==> config.mk <==
export PLATFORM = sky130hd
export DESIGN_NAME = rom_dl_splitter
export DESIGN_NICKNAME = d
export VERILOG_FILES = /design/src/rtl/rom_dl_splitter.sv
export SDC_FILE = /design/constraint.sdc
export NUM_CORES = 1
export LEC_CHECK = 0
export ABC_AREA = 1
export CORE_AREA = 2 2 118 166
export CTS_CLUSTER_DIAMETER = 100
export CTS_CLUSTER_SIZE = 8
export DETAILED_ROUTE_END_ITERATION = 6
export DIE_AREA = 0 0 120 168
export PLACE_DENSITY = 0.72
export SETUP_SLACK_MARGIN = 0.02
export SYNTH_ARGS = -nofsm -noshare
export SYNTH_HDL_FRONTEND = slang
export SYNTH_SLANG_ARGS = --single-unit
export TNS_END_PERCENT = 20
==> constraint.sdc <==
create_clock -name clk_sys -period 4.5 [get_ports clk_sys]
set_input_delay 0.9 -clock clk_sys [delete_from_list [all_inputs] [get_ports clk_sys]]
set_output_delay 0.9 -clock clk_sys [all_outputs]
set_load 0.02 [all_outputs]
==> src/rtl/rom_dl_splitter.sv <==
// Buffers the 16-bit ioctl download stream in a 2-word FIFO and re-issues each word
// as two region-decoded byte write strobes carrying region-relative offsets.
module rom_dl_splitter #(
    parameter logic [26:0] R0_BASE = 27'h00000,
    parameter logic [26:0] R0_SIZE = 27'h29000,
    parameter logic [26:0] R1_BASE = 27'h29000,
    parameter logic [26:0] R1_SIZE = 27'h04000,
    parameter logic [26:0] R2_BASE = 27'h2D000,
    parameter logic [26:0] R2_SIZE = 27'h20000,
    parameter logic [26:0] R3_BASE = 27'h4D000,
    parameter logic [26:0] R3_SIZE = 27'h08000,
    parameter int unsigned WR_GAP  = 2
) (
    input  logic        clk_sys,
    input  logic        reset,
    input  logic        ioctl_download,
    input  logic [26:0] ioctl_addr,
    input  logic [15:0] ioctl_dout,
    input  logic        ioctl_wr,
    output logic        ioctl_wait,
    output logic        dl_wr,
    output logic [3:0]  dl_region,
    output logic [26:0] dl_addr,
    output logic [7:0]  dl_data,
    output logic        dl_done,
    output logic        dl_overflow
);

    typedef enum logic [2:0] {IDLE, LO, GAP_LO, HI, GAP_HI, DONE} state_t;

    typedef struct packed {
        logic [3:0]  region;
        logic [26:0] off;
    } dec_t;

    localparam logic [3:0] GAP_LAST = 4'(WR_GAP - 1);

    state_t      state_q, state_d;
    logic [3:0]  gap_q, gap_d;
    logic [41:0] fifo_q [2];
    logic        wr_ptr_q, rd_ptr_q;
    logic [1:0]  count_q, count_d;
    logic        push, pop, full, ovf_evt;
    logic [41:0] head;
    logic [25:0] work_addr_q;
    logic [7:0]  work_hi_q;
    logic        active_q, active_d;

    logic        wait_q, wr_q, done_q, ovf_q;
    logic [3:0]  region_q, region_d;
    logic [26:0] addr_q, addr_d;
    logic [7:0]  data_q, data_d;
    logic        wr_d, done_d;

    logic        issue_lo, issue_hi, end_word;
    logic [26:0] byte_addr;
    logic [7:0]  byte_data;
    dec_t        dec;
    logic        unused_addr_lsb;

    // Windows are compared at 28 bits so base+size never wraps.
    function automatic logic in_win(input logic [26:0] a, input logic [26:0] base,
                                    input logic [26:0] size);
        return ({1'b0, a} >= {1'b0, base}) && ({1'b0, a} < ({1'b0, base} + {1'b0, size}));
    endfunction

    function automatic dec_t decode(input logic [26:0] a);
        dec_t r;
        r.region = '0;
        r.off    = '0;
        if (in_win(a, R0_BASE, R0_SIZE)) begin
            r.region = 4'b0001;
            r.off    = a - R0_BASE;
        end else if (in_win(a, R1_BASE, R1_SIZE)) begin
            r.region = 4'b0010;
            r.off    = a - R1_BASE;
        end else if (in_win(a, R2_BASE, R2_SIZE)) begin
            r.region = 4'b0100;
            r.off    = a - R2_BASE;
        end else if (in_win(a, R3_BASE, R3_SIZE)) begin
            r.region = 4'b1000;
            r.off    = a - R3_BASE;
        end
        return r;
    endfunction

    always_comb begin
        unused_addr_lsb = ioctl_addr[0];
        full    = (count_q == 2'd2);
        push    = ioctl_wr && ioctl_download && !full;
        ovf_evt = ioctl_wr && ioctl_download && full;
        head    = fifo_q[rd_ptr_q];
    end

    always_comb begin
        count_d = count_q;
        unique case ({push, pop})
            2'b10:   count_d = count_q + 2'd1;
            2'b01:   count_d = count_q - 2'd1;
            default: count_d = count_q;
        endcase
    end

    always_comb begin
        state_d  = state_q;
        gap_d    = gap_q;
        pop      = 1'b0;
        active_d = active_q || push;
        issue_lo = 1'b0;
        issue_hi = 1'b0;
        end_word = 1'b0;
        done_d   = 1'b0;
        unique case (state_q)
            IDLE: begin
                if (count_q != '0) begin
                    pop      = 1'b1;
                    issue_lo = 1'b1;
                    state_d  = LO;
                end else if (!ioctl_download && active_q) begin
                    state_d = DONE;
                    done_d  = 1'b1;
                end
            end
            LO: begin
                if (WR_GAP == 0) begin
                    issue_hi = 1'b1;
                    state_d  = HI;
                end else begin
                    gap_d   = '0;
                    state_d = GAP_LO;
                end
            end
            GAP_LO: begin
                if (gap_q == GAP_LAST) begin
                    issue_hi = 1'b1;
                    state_d  = HI;
                end else begin
                    gap_d = gap_q + 4'd1;
                end
            end
            HI: begin
                if (WR_GAP == 0) begin
                    end_word = 1'b1;
                end else begin
                    gap_d   = '0;
                    state_d = GAP_HI;
                end
            end
            GAP_HI: begin
                if (gap_q == GAP_LAST) end_word = 1'b1;
                else gap_d = gap_q + 4'd1;
            end
            DONE: begin
                state_d  = IDLE;
                active_d = push;
            end
            default: state_d = IDLE;
        endcase
        // IDLE's pop decision is folded into the end of a word so words issue back-to-back.
        if (end_word) begin
            if (count_q != '0) begin
                pop      = 1'b1;
                issue_lo = 1'b1;
                state_d  = LO;
            end else begin
                state_d = IDLE;
            end
        end
    end

    always_comb begin
        byte_addr = {work_addr_q, 1'b1};
        byte_data = work_hi_q;
        if (issue_lo) begin
            byte_addr = {head[41:16], 1'b0};
            byte_data = head[7:0];
        end
        dec      = decode(byte_addr);
        wr_d     = 1'b0;
        region_d = region_q;
        addr_d   = addr_q;
        data_d   = data_q;
        if (issue_lo || issue_hi) begin
            region_d = dec.region;
            if (dec.region != '0) begin
                wr_d   = 1'b1;
                addr_d = dec.off;
                data_d = byte_data;
            end
        end
    end

    always_ff @(posedge clk_sys) begin
        if (push) fifo_q[wr_ptr_q] <= {ioctl_addr[26:1], ioctl_dout};
    end

    always_ff @(posedge clk_sys) begin
        if (reset) begin
            state_q     <= IDLE;
            gap_q       <= '0;
            wr_ptr_q    <= 1'b0;
            rd_ptr_q    <= 1'b0;
            count_q     <= '0;
            active_q    <= 1'b0;
            work_addr_q <= '0;
            work_hi_q   <= '0;
            wait_q      <= 1'b0;
            wr_q        <= 1'b0;
            region_q    <= '0;
            addr_q      <= '0;
            data_q      <= '0;
            done_q      <= 1'b0;
            ovf_q       <= 1'b0;
        end else begin
            state_q  <= state_d;
            gap_q    <= gap_d;
            count_q  <= count_d;
            active_q <= active_d;
            if (push) wr_ptr_q <= wr_ptr_q + 1'b1;
            if (pop) begin
                rd_ptr_q    <= rd_ptr_q + 1'b1;
                work_addr_q <= head[41:16];
                work_hi_q   <= head[15:8];
            end
            wait_q   <= (count_q != '0);
            wr_q     <= wr_d;
            region_q <= region_d;
            addr_q   <= addr_d;
            data_q   <= data_d;
            done_q   <= done_d;
            ovf_q    <= ovf_q || ovf_evt;
        end
    end

    always_comb begin
        ioctl_wait  = wait_q;
        dl_wr       = wr_q;
        dl_region   = region_q;
        dl_addr     = addr_q;
        dl_data     = data_q;
        dl_done     = done_q;
        dl_overflow = ovf_q;
    end

endmodule

==> results of run 1 <==
[final timing paths]
check	end	start	slack [ns]
min	dl_addr[23]	dl_addr[23]	0.44
min reg2reg	dl_addr[23]	dl_addr[23]	0.44
max reg2reg	dl_addr[12]	gap_q[1]	0.94
max	dl_addr[12]	gap_q[1]	0.94
[power groups by stage]
stage	clock network [µW]	logic (µW)	registers (µW)
after floorplan	0	2220	2130
after global placement	0	2880	2090
after detailed placement	0	2920	2090
after CTS	1530	2950	2060
after global routing	1590	3330	2090
final	1510	2950	2060
[cells in the final DEF (no fill, tap or decap), types with 4 or more instances in the layout]
| master | Yosys | final |
|---|---|---|
| edfxtp_1 | 84 | 84 |
| inv_12 | 0 | 4 |
| clkbuf_16 | 0 | 17 |
| nor2_4 | 6 | 8 |
| nand2_2 | 12 | 12 |
| inv_2 | 4 | 4 |
| nand3_1 | 40 | 40 |
| clkdlybuf4s50_1 | 0 | 87 |
| buf_4 | 0 | 7 |
| ha_1 | 5 | 5 |
| nand4_1 | 4 | 4 |
| o21ai_1 | 9 | 9 |
| nand3b_1 | 10 | 10 |
| nor3_1 | 5 | 5 |
| o21ai_0 | 25 | 25 |
| a21oi_1 | 44 | 44 |
| clkinv_8 | 0 | 5 |
| nand2_1 | 286 | 286 |
| inv_1 | 76 | 76 |
| dfxtp_1 | 90 | 89 |
| nor2_1 | 94 | 92 |
| a31oi_1 | 8 | 8 |
[stage by stage]
step	cells	utilization, %	setup WS [ns]
finish	1199	48.3	0.941
global route	1199	48.3	0.542
CTS	1199	48.3	0.908
detailed placement	1167	45.0	0.922
global placement	1167	45.0	0.976
floorplan	858	-	1.08
[layer usage]
| layer | global-route usage [%] | share of wire (%) | vias up |
|---|---|---|---|
| met5 | 0 | 0 | - |
| met4 | 8.80 | 3.3 | 0 |
| met3 | 3.29 | 4.1 | 34 |
| met2 | 30.4 | 52 | 144 |
| met1 | 18.8 | 40 | 2674 |
| li1 | - | - | 2918 |
[kinds of logic (layout without fill, tap and decap cells)]
family                     Yosys count  count (layout)
muxes                                2               2
and+or+nand+nor                    467             467
AOI/OAI and AO/OA                   92              92
DFF                                174             174
buffers and inverters              116             209
adders and majority gates            5               5
xor gates and xnor gates             2               2
[worst reg2reg max path, cell delays in order (launching register included)]
cell	delay, ns
dfxtp_1	0.32
inv_1	0.09
ha_1	0.15
nand2_1	0.08
nor2_4	0.16
nand3_4	0.30
nand2_4	0.54
nand2_1	0.20
o21ai_1	0.18
nand2_1	0.10
nor2_2	0.14
nand2_2	0.13
nor2_2	0.41
nand2_1	0.09
nand2_1	0.16
nand3_1	0.11
nand2_1	0.08
nand2_1	0.05
nand2_1	0.08
a21oi_1	0.06
[registers in the layout, indices dropped and copies added, names as in the netlist, named ones only]
signal / cells
fifo_q: 84
dl_addr: 27
work_addr_q: 26
dl_data: 8
work_hi_q: 8
dl_region: 4
gap_q: 4
state_q: 3
count_q: 2
active_q: 1
dl_done: 1
dl_overflow: 1
dl_wr: 1
ioctl_wait: 1
rd_ptr_q: 1
wr_ptr_q: 1
[final cells by class]
cell class                      count  area, µm²  area share, %
Clock inverter                     15        203           2.23
Inverter                           82        309           3.39
Multi-Input combinational cell    568       2610           28.6
Clock buffer                       17        425           4.67
Timing Repair Buffer               95        928           10.2
Sequential cell                   174       4330           47.5
Tap cell                          248        310           3.41
==> flow_summary.yaml, run 1 <==
clocking:
  holdBufCountCts: 0
  h-tree-depth: 4
  tritoncts: "built"
  clk_pin_slew_ns: 0.08
  clkSinkCount: 174
  ctsLongestPathBuffers: 2
  cts_resized: 0
  clkLatencyLatePin_ns: 0.43
  cts_made_buffers: 17
  post_cts_buffers: 0
  cts_root_buf: "clkbuf_16"
sta:
  finalCriticalPeriod_ns: 3.56
  maxSlewViolCount: 0
  fin_tns_setup_ns: 0
  hold_viol: 0
  max_freq_ghz: 0.281
  min_period_over_period_pct: 79.1
  slew_headroom_pct: 32.5
  rsz0062_at_grt: "no"
  whs_ns: 0.441
  tightest_slew_ns: 1.01
  setup_viol: 0
  clock_skew_ns: 0.0121
finish:
  fillers: 1733
  final_area_um2: 9110
  num_antenna_cells: 0
  syn_to_final_growth_pct: 23.0
  layout-drive-gt1-share_pct: 7.99
  nNetsFinal: 990
worst_setup_path:
  crit_path_start_kind: "flop"
  cp.buffers_inverters: 1
  required_ns: 4.80
  cp.depth: 19
  cpPeakStageDelay_ns: 0.54
  worstPathArrival_ns: 3.86
  end_kind: "flop"
  cp_top_family: "simple AND/OR/NAND/NOR gates"
  r2r_cells: 19
  worstPathCellList: "inv_1 -> ha_1 -> nand2_1 -> nor2_4 -> nand3_4 -> nand2_4 -> nand2_1 -> o21ai_1 -> nand2_1 -> nor2_2 -> nand2_2 -> nor2_2 -> nand2_1 -> nand2_1 -> nand3_1 -> nand2_1 -> nand2_1 -> nand2_1 -> a21oi_1"
  critPathSlowestCell: "nand2_4"
  cp_common_cell: "nand2_1"
  cp_max_fo: 51
  worstSetupPathType: "flop to flop"
floorplan:
  boundaryPins: 90
  core_um2: 18800
  start_util_pct: 39.3
  num_rows: 60
  die_x_um: 120
  dieHeight_um: 168
  dieArea_um2: 20200
placement:
  post_dp_cell_area_um2: 8480
  globalplace.congestion: 0.873
  dp_hpwl_um: 10800
  io_buffers: 88
power_and_ir_drop:
  p_int_uw: 3650
  ir_drop_mv: 0.288
  power_density_nw_per_um2: 715
  power_uw: 6520
  p_sw_uw: 2860
  comb_power_share_pct: 45.3
  p_leak_uw: 0.00371
  switching_share_pct: 43.9
  seq_power_share_pct: 31.6
  clock_power_share_pct: 23.1
routing:
  drc_errors: 0
  vias_per_cell: 4.81
  final_antenna_net_count: 0
  totalWireLength_um: 16600
  drt-initial-drc-count: 295
  vias: 5770
  drt_first_pass_iters: 5
  post_drt_wl_per_cell_um: 13.8
global_route:
  grt.total_usage_pct: 16.9
  gr-total-overflow: 0
  grt_pass1_vias: 5724
  grt_max_degree: 56
  antenna_found_initial: 0
  grt_pass1_wl_um: 27100
synth:
  synth_top_family_by_area: "simple AND/OR/NAND/NOR gates"
  synth_xor_area_share_pct: 0.237
  synth_area_leaders: "edfxtp_1 34%, dfxtp_1 24%, nand2_1 15%"
  ys_seq_area_share_pct: 58.4
  synth_nets: 910
  synth_top_area_cell: "edfxtp_1"
  synthSimpleGateAreaFrac_pct: 27.0
  synth-seq-cells: 174
  synth_common_cells: "286 x nand2_1, 94 x nor2_1, 90 x dfxtp_1"
  ys_types: 35
  synthAdderAreaFrac_pct: 0.845
  avgSynthCellArea_um2: 8.63
  synth_edf_count: 84
  post-synth-top-count-cell: "nand2_1"
  ys.flop_type: "dfxtp_1"
  synth_top_area_share_pct: 34.1
  synth_cells: 858
  async_reset_ff_share_pct: 0
  synth_mux_area_share_pct: 0.270
  synth-compound-area-share_pct: 6.68
  synth_area_um2: 7400
  yosys_warnings: 0
run_status:
  outcome: "finished, final reports clean"
worst_hold_path:
  hold_path_depth: 2
  hold_class: "flop to flop"
job:
  drv_cap: 0
Note: power is estimated with default switching activity, not from simulation.
==> inputs of run 2 (changes only) <==
--- a/config.mk
+++ b/config.mk
@@ -11,7 +11,7 @@
 export CTS_CLUSTER_SIZE = 8
 export DETAILED_ROUTE_END_ITERATION = 6
 export DIE_AREA = 0 0 120 168
-export PLACE_DENSITY = 0.72
+export PLACE_DENSITY = 0.74
 export SETUP_SLACK_MARGIN = 0.02
 export SYNTH_ARGS = -nofsm -noshare
 export SYNTH_HDL_FRONTEND = slang
==> constraint.sdc (replaced) <==
create_clock -name clk_sys -period 2.9 [get_ports clk_sys]
set_input_delay 0.58 -clock clk_sys [delete_from_list [all_inputs] [get_ports clk_sys]]
set_output_delay 0.58 -clock clk_sys [all_outputs]
set_load 0.02 [all_outputs]
==> run 2 against run 1 <==
Effect of this change:
- utilization increased by 2.3 points
- sequential power increased by 56%
- non-clock buffer count increased by 32
- worst setup slack got worse by 0.75 ns
- first-iteration DRC count increased by 19%
- maximum frequency increased by 31%
- die area unchanged
- worst hold slack about the same
- wire length increased by 6.2%
- clock-buffer cell count increased by 4
- combinational power increased by 82%
- register-to-register slack got worse by 0.75 ns
==> flow_summary.yaml, run 2 (synthesized netlist as in run 1, its figures left out) <==
finish:
  layout-drive-gt1-share_pct: 14.0
  layout_common_cells: "273 x nand2_1, 88 x dfxtp_1, 87 x clkdlybuf4s50_1"
  final_cells: 1232
  final_common_cell: "nand2_1"
  largest_reg_flops: 84
  final_area_um2: 9550
  nNetsFinal: 1023
  syn_to_final_growth_pct: 28.9
  num_antenna_cells: 0
  top_register: "fifo_q"
  fillers: 1662
worst_setup_path:
  cpPeakStageDelay_ns: 0.32
  critPathSlowestCell: "dfxtp_1"
  crit_path_start_kind: "flop"
  end_kind: "flop"
  r2r_start: "gap_q[1]"
  worstPathArrival_ns: 2.99
  worstSetupPathType: "flop to flop"
  cp_max_fo: 6
  ff2ff_setup_slack_ns: 0.19
  regToRegEndpoint: "dl_addr[22]"
  required_ns: 3.18
  cp_common_cell: "nand2_1"
  r2r_cells: 22
  worstPathCellList: "inv_2 -> ha_1 -> nand2_1 -> nor2_4 -> nand3_4 -> nand2_8 -> nand2_1 -> nand2_2 -> inv_2 -> ha_1 -> inv_2 -> nand2_2 -> o21ai_2 -> nand2_1 -> nand3_1 -> nand2_1 -> nand3_1 -> nand2_1 -> inv_1 -> nand2_2 -> nand2_4 -> a21oi_1"
placement:
  post_dp_cell_area_um2: 8620
  dp_slack_ns: 0.0555
  io_buffers: 88
  dp.cells: 1181
  globalplace.congestion: 0.880
  dp_hpwl_um: 11800
routing:
  totalWireLength_um: 17600
  drt-initial-drc-count: 350
  drt_first_pass_iters: 6
  drc_errors: 0
  vias_per_cell: 4.85
  final_antenna_net_count: 0
  post_drt_wl_per_cell_um: 14.3
  vias: 5981
floorplan:
  start_util_pct: 39.3
  boundaryPins: 90
  dieArea_um2: 20200
  die_x_um: 120
  core_um2: 18800
  num_rows: 60
  dieHeight_um: 168
global_route:
  grt_max_degree: 56
  gr-total-overflow: 0
  grt_pass1_vias: 5738
  grt_pass1_wl_um: 27300
  grtUsageMet1_pct: 18.8
  antenna_found_initial: 0
  grt.total_usage_pct: 17.0
  met3_usage_pct: 3.12
  gr-max-usage-layer: "met2"
  use_met2_pct: 31.6
worst_hold_path:
  min-delay-start: "dl_addr[25]"
  hold_path_depth: 2
  hold_path_end: "dl_addr[25]"
  hold_class: "flop to flop"
power_and_ir_drop:
  ir_drop_mv: 0.471
  power_density_nw_per_um2: 1120
  seq_power_share_pct: 29.9
  p_int_uw: 6100
  clock_power_share_pct: 20.2
  p_leak_uw: 0.00394
  p_sw_uw: 4630
  comb_power_share_pct: 49.9
  power_uw: 10700
  switching_share_pct: 43.2
run_status:
  outcome: "finished, final reports clean"
clocking:
  clk_pin_slew_ns: 0.07
  cts_made_buffers: 17
  cts_root_buf: "clkbuf_16"
  holdBufCountCts: 0
  clkSinkCount: 174
  ctsLongestPathBuffers: 2
  tritoncts: "built"
  h-tree-depth: 4
  clkLatencyLatePin_ns: 0.42
job:
  drv_cap: 0
sta:
  min_period_over_period_pct: 93.5
  max_freq_ghz: 0.369
  hold_viol: 0
  setup_viol: 0
  setup_ws_ns: 0.190
  slew_headroom_pct: 57.5
  clock_skew_ns: 0.0104
  fin_tns_setup_ns: 0
  tightest_slew_ns: 0.637
  finalCriticalPeriod_ns: 2.71
  maxSlewViolCount: 0
## run 2: changes by cell type in the layout (fill, tap and decap cells not counted), moves of 6 or more
cell and change:
buf_4 +21, nor2_1 -6, nand2_2 +8, nand2_1 -13
## run 2: per-layer routing
| metal | up-vias | wire [µm] | share of wire (%) |
|---|---|---|---|
| li1 | 2973 | - | - |
| met2 | 160 | 9430 | 54 |
| met3 | 27 | 857 | 4.9 |
| met5 | - | 0 | 0 |
| met4 | 0 | 393 | 2.2 |
| met1 | 2821 | 6910 | 39 |
## run 2: worst max path at each step
stage | endpoint | depth (start not counted) | slack [ns] | startpoint
after floorplan | fifo_q[0][0] | 4 | -0.18 | ioctl_download
after global placement | dl_addr[20] | 21 | 0.10 | gap_q[0]
after detailed placement | dl_addr[18] | 21 | 0.06 | gap_q[0]
after CTS | dl_addr[18] | 21 | 0.04 | gap_q[0]
after global routing | dl_addr[18] | 22 | -0.01 | gap_q[1]
final | dl_addr[22] | 22 | 0.19 | gap_q[1]
## run 2: power groups by stage
stage	combinational [µW]	clock, µW	sequential [µW]
detailed placement	4670	0	3260
CTS	4710	2210	3210
global placement	4600	0	3240
floorplan	3450	0	3310
global route	5970	2310	3250
finish	5360	2160	3210
## run 2: timing repair
item | 4_1_cts | 5_1_grt
buffers inserted | 0 | 16
gates resized for setup | 0 | 51
endpoints found under the setup margin | 0 | 28
## run 2: metrics by stage
step	util (%)	hold slack [ns]
floorplan	-	0.426
global placement	45.8	0.425
detailed placement	45.8	0.430
CTS	48.8	0.442
global route	50.7	0.458
finish	50.7	0.442
## run 2: worst max-delay path: cells and delay by family (launching register included)
| kind | cells | cell delay (ns) |
|---|---|---|
| fa+ha+maj | 2 | 0.36 |
| compound gates | 2 | 0.24 |
| simple gates | 14 | 1.39 |
| buf+inv | 4 | 0.25 |
| flops | 1 | 0.32 |
## run 2: final cells by class
class,instances,area [µm²],area share (%)
clock buffer,21,472,4.94
clock inverter,11,97.6,1.02
inverter,82,315,3.30
multi-input combinational,569,2740,28.7
sequential,174,4330,45.3
tap,248,310,3.25
timing repair buffer,127,1280,13.4
==> inputs of run 3 (changes only) <==
--- a/config.mk
+++ b/config.mk
@@ -13,6 +13,7 @@
 export DIE_AREA = 0 0 120 168
 export PLACE_DENSITY = 0.74
 export SETUP_SLACK_MARGIN = 0.02
+export SKIP_CTS_REPAIR_TIMING = 1
 export SYNTH_ARGS = -nofsm -noshare
 export SYNTH_HDL_FRONTEND = slang
 export SYNTH_SLANG_ARGS = --single-unit
==> results of run 3 <==
Same layout as run 2: the final DEF is identical, and so are final timing and power.
